==> src/rtl/processor_check_unit.sv <==
// Self-checking harness: runs the processor for a chosen number of cycles, then freezes it and
// compares a table of expected register values read through a dedicated regfile port.
module processor_check_unit #(
  parameter int unsigned DATA_WIDTH = 32,
  parameter int unsigned ADDR_WIDTH = 5,
  parameter int unsigned NUM_CHECKS = 8,
  parameter int unsigned IDX_WIDTH  = 3,
  parameter int unsigned CNT_WIDTH  = 32
) (
  input  logic                  clock,
  input  logic                  reset,
  input  logic                  cfg_we,
  input  logic [IDX_WIDTH-1:0]  cfg_idx,
  input  logic                  cfg_en,
  input  logic [ADDR_WIDTH-1:0] cfg_reg,
  input  logic [DATA_WIDTH-1:0] cfg_value,
  input  logic [DATA_WIDTH-1:0] cfg_mask,
  input  logic                  start,
  input  logic [CNT_WIDTH-1:0]  run_cycles,
  output logic [ADDR_WIDTH-1:0] rf_read_addr,
  input  logic [DATA_WIDTH-1:0] rf_read_data,
  output logic                  proc_hold,
  output logic                  busy,
  output logic                  done,
  output logic                  pass,
  output logic [IDX_WIDTH:0]    error_count,
  output logic [IDX_WIDTH-1:0]  first_fail_idx,
  output logic [DATA_WIDTH-1:0] first_fail_data,
  output logic [CNT_WIDTH-1:0]  cycle_count
);

  typedef enum logic [1:0] {StIdle, StRun, StCheck, StDone} state_e;

  localparam logic [IDX_WIDTH:0]   ErrMax  = '1;
  localparam logic [IDX_WIDTH-1:0] LastIdx = IDX_WIDTH'(NUM_CHECKS - 1);

  state_e                state_q;
  logic [NUM_CHECKS-1:0] en_q;
  logic [ADDR_WIDTH-1:0] reg_q   [NUM_CHECKS];
  logic [DATA_WIDTH-1:0] value_q [NUM_CHECKS];
  logic [DATA_WIDTH-1:0] mask_q  [NUM_CHECKS];
  logic [CNT_WIDTH-1:0]  limit_q;
  logic [IDX_WIDTH-1:0]  idx_q;

  logic                  cfg_ok;
  logic                  mismatch;
  logic [IDX_WIDTH:0]    err_next;

  always_comb begin
    cfg_ok = cfg_we && (state_q == StIdle || state_q == StDone) &&
             (32'(cfg_idx) < NUM_CHECKS);
    mismatch = en_q[idx_q] && (((rf_read_data ^ value_q[idx_q]) & mask_q[idx_q]) != '0);
    err_next = error_count;
    if (mismatch && error_count != ErrMax) begin
      err_next = error_count + (IDX_WIDTH + 1)'(1);
    end
  end

  // Address is only driven while scanning so the port idles at zero.
  always_comb begin
    rf_read_addr = '0;
    if (state_q == StCheck) begin
      rf_read_addr = reg_q[idx_q];
    end
  end

  always_ff @(posedge clock or posedge reset) begin
    if (reset) begin
      state_q         <= StIdle;
      en_q            <= '0;
      for (int i = 0; i < NUM_CHECKS; i++) begin
        reg_q[i]   <= '0;
        value_q[i] <= '0;
        mask_q[i]  <= '0;
      end
      limit_q         <= '0;
      idx_q           <= '0;
      proc_hold       <= 1'b0;
      busy            <= 1'b0;
      done            <= 1'b0;
      pass            <= 1'b0;
      error_count     <= '0;
      first_fail_idx  <= '0;
      first_fail_data <= '0;
      cycle_count     <= '0;
    end else begin
      if (cfg_ok) begin
        en_q[cfg_idx]    <= cfg_en;
        reg_q[cfg_idx]   <= cfg_reg;
        value_q[cfg_idx] <= cfg_value;
        mask_q[cfg_idx]  <= cfg_mask;
      end
      unique case (state_q)
        StIdle, StDone: begin
          if (start) begin
            cycle_count     <= '0;
            error_count     <= '0;
            first_fail_idx  <= '0;
            first_fail_data <= '0;
            done            <= 1'b0;
            pass            <= 1'b0;
            busy            <= 1'b1;
            limit_q         <= run_cycles;
            idx_q           <= '0;
            if (run_cycles == '0) begin
              state_q   <= StCheck;
              proc_hold <= 1'b1;
            end else begin
              state_q   <= StRun;
              proc_hold <= 1'b0;
            end
          end
        end
        StRun: begin
          cycle_count <= cycle_count + CNT_WIDTH'(1);
          if (cycle_count == limit_q - CNT_WIDTH'(1)) begin
            state_q   <= StCheck;
            proc_hold <= 1'b1;
          end
        end
        StCheck: begin
          error_count <= err_next;
          // A zero count means no failure has been recorded yet this run.
          if (mismatch && error_count == '0) begin
            first_fail_idx  <= idx_q;
            first_fail_data <= rf_read_data;
          end
          if (idx_q == LastIdx) begin
            state_q <= StDone;
            busy    <= 1'b0;
            done    <= 1'b1;
            pass    <= (err_next == '0);
          end else begin
            idx_q <= idx_q + IDX_WIDTH'(1);
          end
        end
        default: state_q <= StIdle;
      endcase
    end
  end

endmodule

==> config.mk <==
export PLATFORM = sky130hd
export DESIGN_NAME = processor_check_unit
export DESIGN_NICKNAME = d
export VERILOG_FILES = /design/src/rtl/processor_check_unit.sv
export SDC_FILE = /design/constraint.sdc
export NUM_CORES = 1
export LEC_CHECK = 0
export CORE_MARGIN = 2
export CORE_UTILIZATION = 60
export CTS_CLUSTER_DIAMETER = 120
export DETAILED_ROUTE_END_ITERATION = 8
export PLACE_DENSITY = 0.81
export SLEW_MARGIN = 20
export SYNTH_ARGS = -nofsm -noshare
export SYNTH_HDL_FRONTEND = slang
export SYNTH_SLANG_ARGS = --single-unit
==> constraint.sdc <==
create_clock -name clock -period 37 [get_ports clock]
set_input_delay 11.1 -clock clock [delete_from_list [all_inputs] [get_ports clock]]
set_output_delay 11.1 -clock clock [all_outputs]
set_load 0.01 [all_outputs]
==> run_results.csv, run 1 <==
group,metric,value,unit
run_status,status,"complete, no violations",
power,power_frac_comb,37.2,%
finish,layout_commonest_cell,"dfrtp_1",
sta,hold_viol_final,0,
setup_path,cp_max_fo,27,
setup_path,required,37.54,ns
setup_path,rrSetupSlack,30.61,ns
yosys,ys.flop_type,"dfrtp_1",
sta,fmax,66.2,MHz
yosys,yosys_warnings,0,
die,start_util,60.5,%
clock_network,postCtsHoldBufs,0,
yosys,synth_xor_xnor_area_share,4.70,%
route,postRouteAntennaNets,0,
yosys,synth-compound-area-share,6.02,%
die,core_area,53600,sq um
setup_path,crit_path_cell_trace,"clkdlybuf4s50_1 > xor2_1 > a221oi_1 > a21oi_1 > a2111oi_0 > nand4_1 > o31ai_4 > nor2_1 > nand2_1 > o221a_2",
sta,fin_crit_sh,40.8,%
die,die_x,237,um
clock_network,cts.htree.levels,3,
sta,min_period,15.11,ns
clock_network,cts_tree,"done",
sta,clock_skew,0.0230,ns
worst_hold_path,holdPathEnd,"mask_q[185]",
sta,setup_viol,0,
setup_path,crit_arrival,15.65,ns
sta,maxSlewHeadroom,27.8,%
clock_network,clkLatencyLatePin,0.61,ns
route,wire_per_inst,26.4,um
setup_path,critical_path_class,"in -> reg",
yosys,yosysSeqAreaShare,51.8,%
yosys,synthMuxAreaShare,28.4,%
die,rows,85,
setup_path,r2r_end,"first_fail_idx[1]",
yosys,synth.avg_cell_area,13.5,sq um
finish,final_cell_mix,"670 x dfrtp_1, 596 x mux2_2, 219 x clkdlybuf4s50_1",
sta,rsz0062_at_grt,"false",
worst_hold_path,worstHoldStart,"mask_q[185]",
route,firstDrtPassIters,5,
clock_network,cts_buffers,71,
route,routed_via_density,6.55,
finish,finalNetCount,2716,
setup_path,reg2reg_depth,11,
die,pin_count,221,
yosys,syn-num-nets,2561,
yosys,yosys-top-cells-area,"dfrtp_1 52%, mux2_2 21%, mux4_2 6.2%",
yosys,synthDominantCellAreaShare,51.8,%
route,routed_wl,87800,um
finish,synthToLayoutAreaGrowth,15.1,%
yosys,synth_edf_count,0,
placement,dpl-instance-area,34900,sq um
setup_path,end_kind,"flip-flop",
power,p_leak,15.6,nW
clock_network,cts_setup_buffers,0,
yosys,yosysTopAreaCell,"dfrtp_1",
die,dieArea,55900,sq um
sta,setup_tns,0,ns
global_route,grt_pass1_wl,136000,um
power,swShare,34.5,%
global_route,grt_use_total,31.8,%
placement,globalplace.congestion,0.938,
yosys,ys_types,78,
global_route,grt_pass1_vias,22600,
die,die_h,237,um
placement,hpwl,57700,um
power,power_density,86.6,nW/um^2
setup_path,critPathLaunchType,"primary input",
setup_path,reg2reg_from,"idx_q[0]",
power,intPower,2.12,mW
finish,final_cell_area,37300,sq um
worst_hold_path,holdPathStages,1,
clock_network,post_cts_resize_count,0,
clock_network,clock_tree.buffer_depth,3,
yosys,synth-seq-cells,672,
global_route,antenna_found_initial,7,
route,drc_errors,0,
clock_network,cts_root_buf,"clkbuf_16",
yosys,synth_top_family_by_area,"multiplexers",
worst_hold_path,hold_class,"reg -> reg",
global_route,grt_max_degree,159,
placement,io_buffers,220,
yosys,synthAdderAreaFrac,0.347,%
route,via_count,21700,
setup_path,max_stage_delay,0.98,ns
sta,worst_pin_slew,1.08,ns
clock_network,cts_sinks,672,
power,ir_drop,0.0513,mV
yosys,async_flop_share,100,%
yosys,synth_cells,2411,
power,p_switching,1.12,mW
clock_network,path_clk_slew,0.06,ns
setup_path,cpMaxStageDelayCell,"o31ai_4",
power,p_seq_share,40.2,%
sta,finalMaxSlewViolations,0,
power,power_frac_clock,22.6,%
yosys,synthesis.area,32400,sq um
global_route,grt-ovfl-total,0,
route,drt_iter0_markers,2029,
finish,drive_gt1_share,32.9,%
job,maxCapViolations,0,
yosys,yosys.area_share.simple,5.75,%
flip-flops by register name, indices dropped and copies added (netlist names), 2 cells and up:
signal,cells
limit_q,32
value_q,256
cycle_count,32
reg_q,40
en_q,8
first_fail_idx,3
state_q,2
idx_q,3
error_count,4
first_fail_data,32
mask_q,256
final cells by class:
class | instances | area (sq um)
inverters | 21 | 91.3
diodes | 4 | 10.0
multi-input cells | 1554 | 14700
clock buffers | 106 | 2170
repair buffers | 246 | 2410
clock inverters | 21 | 226
fillers | 3563 | 16300
well taps | 696 | 871
flip-flops and latches | 672 | 16800
Yosys cell counts (all sizes together), types with 4 or more instances:
master	count
a211o	26
nor2	88
or4	8
buf	65
a221oi	10
nor4	21
o2111ai	4
ha	9
and3	9
o21ai	67
nand3b	9
clkbuf	99
a31oi	11
o31ai	4
a21oi	81
nand2	67
nand2b	9
nand4	40
mux2i	34
o221ai	4
or3	15
a222oi	4
nand3	53
nor3	16
xor2	131
o41ai	4
xnor2	43
mux4	94
inv	20
dfrtp	672
mux2	598
nor2b	8
o221a	9
a22oi	32
per-layer routing:
metal	track usage, %	part of all wire (%)	wire length, um	vias to the layer above
li1	-	-	-	9209
met1	44.2	42	36700	11500
met4	11.5	3.5	3100	6
met5	0	0.047	41	-
met3	6.45	7.0	6140	201
met2	50.1	48	41700	814
cells by family (layout without fill, tap and decap cells):
kind of cell | after synthesis | after routing
AND/OR/NAND/NOR | 359 | 359
multiplexers | 726 | 726
buffers and inverters | 185 | 394
other | 0 | 4
flip-flops | 672 | 672
XOR/XNOR | 174 | 174
AO/OA/AOI/OAI | 286 | 286
adder cells (fa/ha/maj) | 9 | 9
how the worst max path moves through the flow:
| stage | from | end | slack [ns] | depth (start not counted) |
|---|---|---|---|---|
| after floorplan | reset | busy | 7.06 | 1 |
| after global placement | rf_read_data[3] | first_fail_data[26] | 21.58 | 10 |
| after detailed placement | rf_read_data[3] | first_fail_idx[1] | 21.45 | 10 |
| after CTS | rf_read_data[3] | first_fail_data[29] | 22.07 | 10 |
| after global routing | rf_read_data[16] | first_fail_data[29] | 21.74 | 10 |
| final | rf_read_data[3] | first_fail_idx[1] | 21.89 | 10 |
per-stage QoR:
stage                     hold WS (ns)  worst slack, ns  cells  total power, mW  util (%)
after floorplan                  0.471             7.06   2411             2.14         -
after global placement           0.480            21.58   3189             2.41      65.1
after detailed placement         0.488            21.45   3189             2.48      65.1
after CTS                        0.501            22.07   3316             3.22      69.6
after global routing             0.509            21.74   3320             3.38      69.7
final                            0.499            21.89   3320             3.23      69.7
critical path, delay by kind of cell:
kind,cells,cell delay (ns)
AOI/OAI and AO/OA,5,2.37
and+or+nand+nor,3,1.27
buffers and inverters,1,0.64
xor gates and xnor gates,1,0.25
power groups by stage:
stage / sequential [mW] / combinational (mW) / clock [mW]
after global routing: 1.34 / 1.28 / 0.768
after global placement: 1.27 / 1.14 / 0
after detailed placement: 1.30 / 1.18 / 0
final: 1.30 / 1.20 / 0.730
after CTS: 1.29 / 1.19 / 0.737
after floorplan: 1.22 / 0.914 / 0
Note: power is estimated with default switching activity, not from simulation.
==> run 2, diff against run 1 <==
- CORE_UTILIZATION: 60 -> 54
- PLACE_DENSITY: 0.81 -> 0.77
- clock period: 37 -> 13.3 ns (I/O delays scaled with it)
==> run 2 against run 1 <==
Against the previous run:
- via count fell by 1.2%
- worst hold slack got worse by 0.00087 ns
- flip-flop and latch count did not move
- clock skew fell by 0.0017 ns
- cell count rose by 2.3%
- count of clock-buffer cells in the layout rose by 3
- sequential share of layout area barely moved
- die area rose by 11%
- combinational power rose to 2.8 times the previous value
- critical path depth did not move
- highest routed layer unchanged
==> run_results.csv, run 2 (synthesized netlist as in run 1, its figures left out) <==
group,metric,value,unit
run_status,status,"complete, no violations",
sta,fmax,124,MHz
setup_path,cp_max_fo,27,
clock_network,path_clk_slew,0.06,ns
route,wire_per_inst,25.5,um
global_route,grt_pass1_wl,134000,um
setup_path,critical_path_class,"in -> reg",
placement,placedCellCount,3263,
sta,min_period,8.03,ns
die,core_area,59200,sq um
power,power_frac_comb,37.4,%
power,intPower,5.82,mW
power,p_leak,15.6,nW
worst_hold_path,hold_class,"reg -> reg",
power,ir_drop,0.133,mV
sta,setup_slack,5.27,ns
global_route,grt_pass1_vias,22100,
die,die_h,249,um
route,drc_errors,0,
global_route,grt_use_total,28.1,%
finish,final_cell_area,37400,sq um
clock_network,cts_sinks,672,
power,p_switching,3.05,mW
global_route,grt-ovfl-total,0,
placement,hpwl,57700,um
sta,maxSlewHeadroom,24.1,%
die,dieArea,62100,sq um
finish,final_cell_mix,"670 x dfrtp_1, 596 x mux2_2, 219 x clkdlybuf4s50_1",
route,firstDrtPassIters,7,
route,via_count,21500,
sta,fin_crit_sh,60.4,%
clock_network,cts_tree,"done",
finish,synthToLayoutAreaGrowth,15.2,%
sta,finalMaxSlewViolations,0,
setup_path,critPathLaunchType,"primary input",
die,die_x,249,um
finish,top_regs,"mask_q: 256 flops, value_q: 256 flops, reg_q: 40 flops",
clock_network,cts_buffers,71,
route,drt_iter0_markers,1678,
sta,rsz0062_at_grt,"false",
global_route,antenna_found_initial,14,
setup_path,end_kind,"flip-flop",
power,swShare,34.4,%
sta,hold_viol_final,0,
power,power_frac_clock,22.2,%
finish,drive_gt1_share,32.6,%
clock_network,cts.htree.levels,3,
setup_path,crit_arrival,8.58,ns
clock_network,cts_root_buf,"clkbuf_16",
power,power_density,237,nW/um^2
clock_network,cts_setup_buffers,0,
placement,dpl-instance-area,35000,sq um
clock_network,clock_tree.buffer_depth,3,
die,pin_count,221,
power,p_seq_share,40.4,%
placement,io_buffers,220,
sta,clock_skew,0.0213,ns
clock_network,post_cts_resize_count,0,
route,postRouteAntennaNets,0,
job,maxCapViolations,0,
die,rows,89,
global_route,grt_max_degree,183,
sta,setup_viol,0,
route,routed_via_density,6.32,
placement,dp_slack,4.85,ns
finish,final_util,63.1,%
setup_path,required,13.84,ns
sta,worst_pin_slew,1.14,ns
route,routed_wl,86700,um
die,start_util,54.8,%
finish,fin_cells,3397,
sta,setup_tns,0,ns
finish,layout_commonest_cell,"dfrtp_1",
placement,globalplace.congestion,0.909,
finish,finalNetCount,2714,
clock_network,clkLatencyLatePin,0.62,ns
clock_network,postCtsHoldBufs,0,
-- run 2: changes by cell type in the layout (fill, tap and decap cells not counted), moves of 2 or more --
cell       change
inv_6          +2
clkbuf_8       -2
buf_4          -5
clkinv_2       -5
clkbuf_1       +9
buf_12         +3
clkbuf_16      -4
-- run 2: area by class of cell --
| class | count | area (sq um) |
|---|---|---|
| tap | 773 | 967 |
| fill | 4251 | 21900 |
| clock buffer | 109 | 2080 |
| timing repair buffer | 244 | 2450 |
| inverter | 21 | 82.6 |
| clock inverter | 19 | 233 |
| antenna | 5 | 12.5 |
| multi-input combinational | 1554 | 14700 |
| sequential | 672 | 16800 |
-- run 2: worst max-delay path: stages --
cell,delay [ns]
clkdlybuf4s50_1,0.65
xor2_1,0.25
a221oi_1,0.28
a21oi_1,0.10
a2111oi_0,0.80
nand4_1,0.38
o31ai_4,1.02
nor2_1,0.44
nand2_1,0.38
o221a_2,0.26
-- run 2: power groups by stage --
stage                     Clock (mW)  Combinational, mW  Sequential, mW
after CTS                       2.00               3.30            3.57
after detailed placement           0               3.27            3.60
final                           1.97               3.32            3.59
after floorplan                    0               2.54            3.40
after global routing            2.09               3.55            3.69
after global placement             0               3.16            3.52
-- run 2: final timing paths --
kind,cells past startpoint,end,slack (ns),startpoint
max in group asynchronous,5,value_q[178],7.02,reset
worst max-delay path,10,first_fail_data[31],5.27,rf_read_data[3]
worst min-delay path,1,mask_q[28],0.50,mask_q[28]
min in group asynchronous,2,limit_q[10],3.85,reset
worst max register to register,11,first_fail_data[31],7.02,idx_q[0]
worst min register to register,1,mask_q[28],0.50,mask_q[28]
-- run 2: layer usage --
metal,share of wire [%],up-vias,GRT usage (%)
met5,0.13,-,0
met1,43,11300,39.1
met2,47,758,43.8
met4,2.6,20,8.98
li1,-,9231,-
met3,7.6,153,6.65
-- run 2: stage by stage --
| stage | power [mW] | hold WS, ns |
|---|---|---|
| after floorplan | 5.94 | 0.471 |
| after global placement | 6.68 | 0.479 |
| after detailed placement | 6.87 | 0.487 |
| after CTS | 8.87 | 0.501 |
| after global routing | 9.33 | 0.509 |
| final | 8.87 | 0.498 |
==> run 3, diff against run 2 <==
- clock period: 13.3 -> 7 ns (I/O delays scaled with it)
==> run 3 against run 2 <==
Against the previous run:
- utilization is 0.39 points higher
- sequential power is 91% higher
- register-to-register slack worse by 5.2 ns
- first-iteration DRC count is 3.3% higher
- flip-flop and latch count stayed put
- count of clock-buffer cells in the layout is 8 lower
- sequential share of layout area is 0.28 points lower
- clock skew is 0.0070 ns lower
- routed wire length is 0.73% higher
- power is 92% higher
- critical path type unchanged
- critical endpoint is now first_fail_idx[2]
- largest cell class unchanged
- largest power group unchanged
==> run_results.csv, run 3 (synthesized netlist as in run 1, its figures left out) <==
group,metric,value,unit
setup_path,cp_max_fo,14,
placement,hpwl,58800,um
clock_network,clock_tree.buffer_depth,3,
finish,layout_commonest_cell,"dfrtp_1",
route,postRouteAntennaNets,0,
global_route,grt_use_total,28.2,%
sta,setup_slack,1.47,ns
sta,setup_tns,0,ns
clock_network,path_clk_slew,0.06,ns
route,routed_wl,87400,um
placement,dp_slack,1.06,ns
clock_network,cts_tree,"done",
clock_network,cts_sinks,672,
route,routed_via_density,6.32,
placement,dpl-instance-area,35200,sq um
setup_path,cpLargestDelayFamily,"compound AO/OA/AOI/OAI gates",
die,core_area,59200,sq um
finish,final_cell_area,37600,sq um
finish,top_regs,"mask_q: 256 flops, value_q: 256 flops, reg_q: 40 flops",
route,firstDrtPassIters,6,
global_route,grt_pass1_vias,22000,
setup_path,max_stage_delay,0.96,ns
power,power_density,452,nW/um^2
setup_path,required,7.54,ns
sta,setup_viol,0,
die,dieArea,62100,sq um
die,rows,89,
route,via_count,21600,
sta,worst_pin_slew,1.04,ns
power,ir_drop,0.270,mV
sta,maxSlewHeadroom,30.8,%
sta,clock_skew,0.0143,ns
finish,final_cell_mix,"670 x dfrtp_1, 596 x mux2_2, 219 x clkdlybuf4s50_1",
route,wire_per_inst,25.6,um
clock_network,cts_setup_buffers,0,
sta,fin_crit_sh,79.1,%
route,drc_errors,0,
finish,final_util,63.5,%
placement,globalplace.congestion,0.891,
die,start_util,54.8,%
die,pin_count,221,
finish,final.fill_count,4277,
clock_network,cts_buffers,72,
power,total_power,17.0,mW
placement,io_buffers,220,
setup_path,critical_path_class,"in -> reg",
sta,hold_viol_final,0,
finish,synthToLayoutAreaGrowth,15.9,%
setup_path,cpMaxStageDelayCell,"clkdlybuf4s50_1",
job,maxCapViolations,0,
clock_network,cts_root_buf,"clkbuf_16",
global_route,grt_max_degree,165,
run_status,status,"complete, no violations",
setup_path,end_kind,"flip-flop",
worst_hold_path,hold_class,"reg -> reg",
clock_network,post_cts_resize_count,0,
global_route,grt_pass1_wl,134000,um
die,die_h,249,um
sta,min_period,5.53,ns
clock_network,postCtsHoldBufs,0,
sta,finalMaxSlewViolations,0,
die,die_x,249,um
clock_network,cts.htree.levels,3,
setup_path,crit_buf_inv,1,
sta,fmax,181,MHz
finish,drive_gt1_share,33.3,%
power,p_leak,15.7,nW
sta,rsz0062_at_grt,"false",
global_route,grt-ovfl-total,0,
clock_network,clkLatencyLatePin,0.61,ns
route,drt_iter0_markers,1734,
finish,finalNetCount,2731,
setup_path,crit_path_cell_trace,"clkdlybuf4s50_1 > xor2_1 > a221oi_1 > a21oi_1 > a22oi_1 > nand4_1 > o31ai_4 > nor2_1 > nand2_1 > o221a_2",
setup_path,critPathLaunchType,"primary input",
global_route,antenna_found_initial,9,
setup_path,crit_arrival,6.07,ns
## run 3: changes by cell type in the layout (fill, tap and decap cells not counted), sizes merged
cell,previous run,this run
buf,25,41
clkbuf,109,101
clkinv,12,20
bufinv,3,5
inv,23,21
clkinvlp,2,1
diode,5,6
## run 3: final cells by class
| cell class | instances | area, sq um | share of cell area, % |
|---|---|---|---|
| diodes | 6 | 15.0 | 0.0399 |
| clock buffers | 101 | 2090 | 5.57 |
| clock inverters | 26 | 274 | 0.729 |
| inverters | 21 | 82.6 | 0.220 |
| multi-input cells | 1554 | 14700 | 39.2 |
| flip-flops and latches | 672 | 16800 | 44.7 |
| well taps | 773 | 967 | 2.57 |
| repair buffers | 260 | 2620 | 6.97 |
## run 3: final timing paths
path / end / startpoint / cells after the start / slack [ns]
max: first_fail_idx[2] / rf_read_data[19] / 10 / 1.47
min: value_q[247] / value_q[247] / 1 / 0.50
max reg2reg: first_fail_idx[2] / idx_q[0] / 10 / 1.84
min reg2reg: value_q[247] / value_q[247] / 1 / 0.50
max in group asynchronous: mask_q[79] / reset / 3 / 3.77
min in group asynchronous: cycle_count[12] / reset / 2 / 1.95
## run 3: per-stage QoR
| step | instances | hold WS (ns) |
|---|---|---|
| 3_5_place_dp | 3280 | 0.486 |
| 2_1_floorplan | 2411 | 0.471 |
| 4_1_cts | 3407 | 0.500 |
| 6_report | 3413 | 0.496 |
| 3_3_place_gp | 3280 | 0.479 |
| 5_1_grt | 3411 | 0.509 |
## run 3: routing by layer
| layer | GRT usage (%) | wire length (um) | vias to the layer above | part of all wire (%) |
|---|---|---|---|---|
| met5 | 0 | 50 | - | 0.057 |
| met1 | 39.7 | 37100 | 11300 | 42 |
| met3 | 5.15 | 6510 | 148 | 7.4 |
| li1 | - | - | 9236 | - |
| met2 | 44.3 | 41100 | 843 | 47 |
| met4 | 9.83 | 2600 | 8 | 3.0 |
## run 3: worst register-to-register path: cells and delay by family, from the launching register on
family,cells,cell delay [ns]
and+or+nand+nor,4,1.46
AOI/OAI and AO/OA,3,1.38
DFF,1,0.91
muxes,1,0.68
buffers and inverters,1,0.49
xor gates and xnor gates,1,0.17
## run 3: report_power, final
| part | internal [mW] | total, mW | switching (mW) |
|---|---|---|---|
| clock network | 2.27 | 3.83 | 1.56 |
| logic | 3.24 | 6.31 | 3.07 |
| registers | 5.66 | 6.86 | 1.20 |
| total | 11.2 | 17.0 | 5.83 |
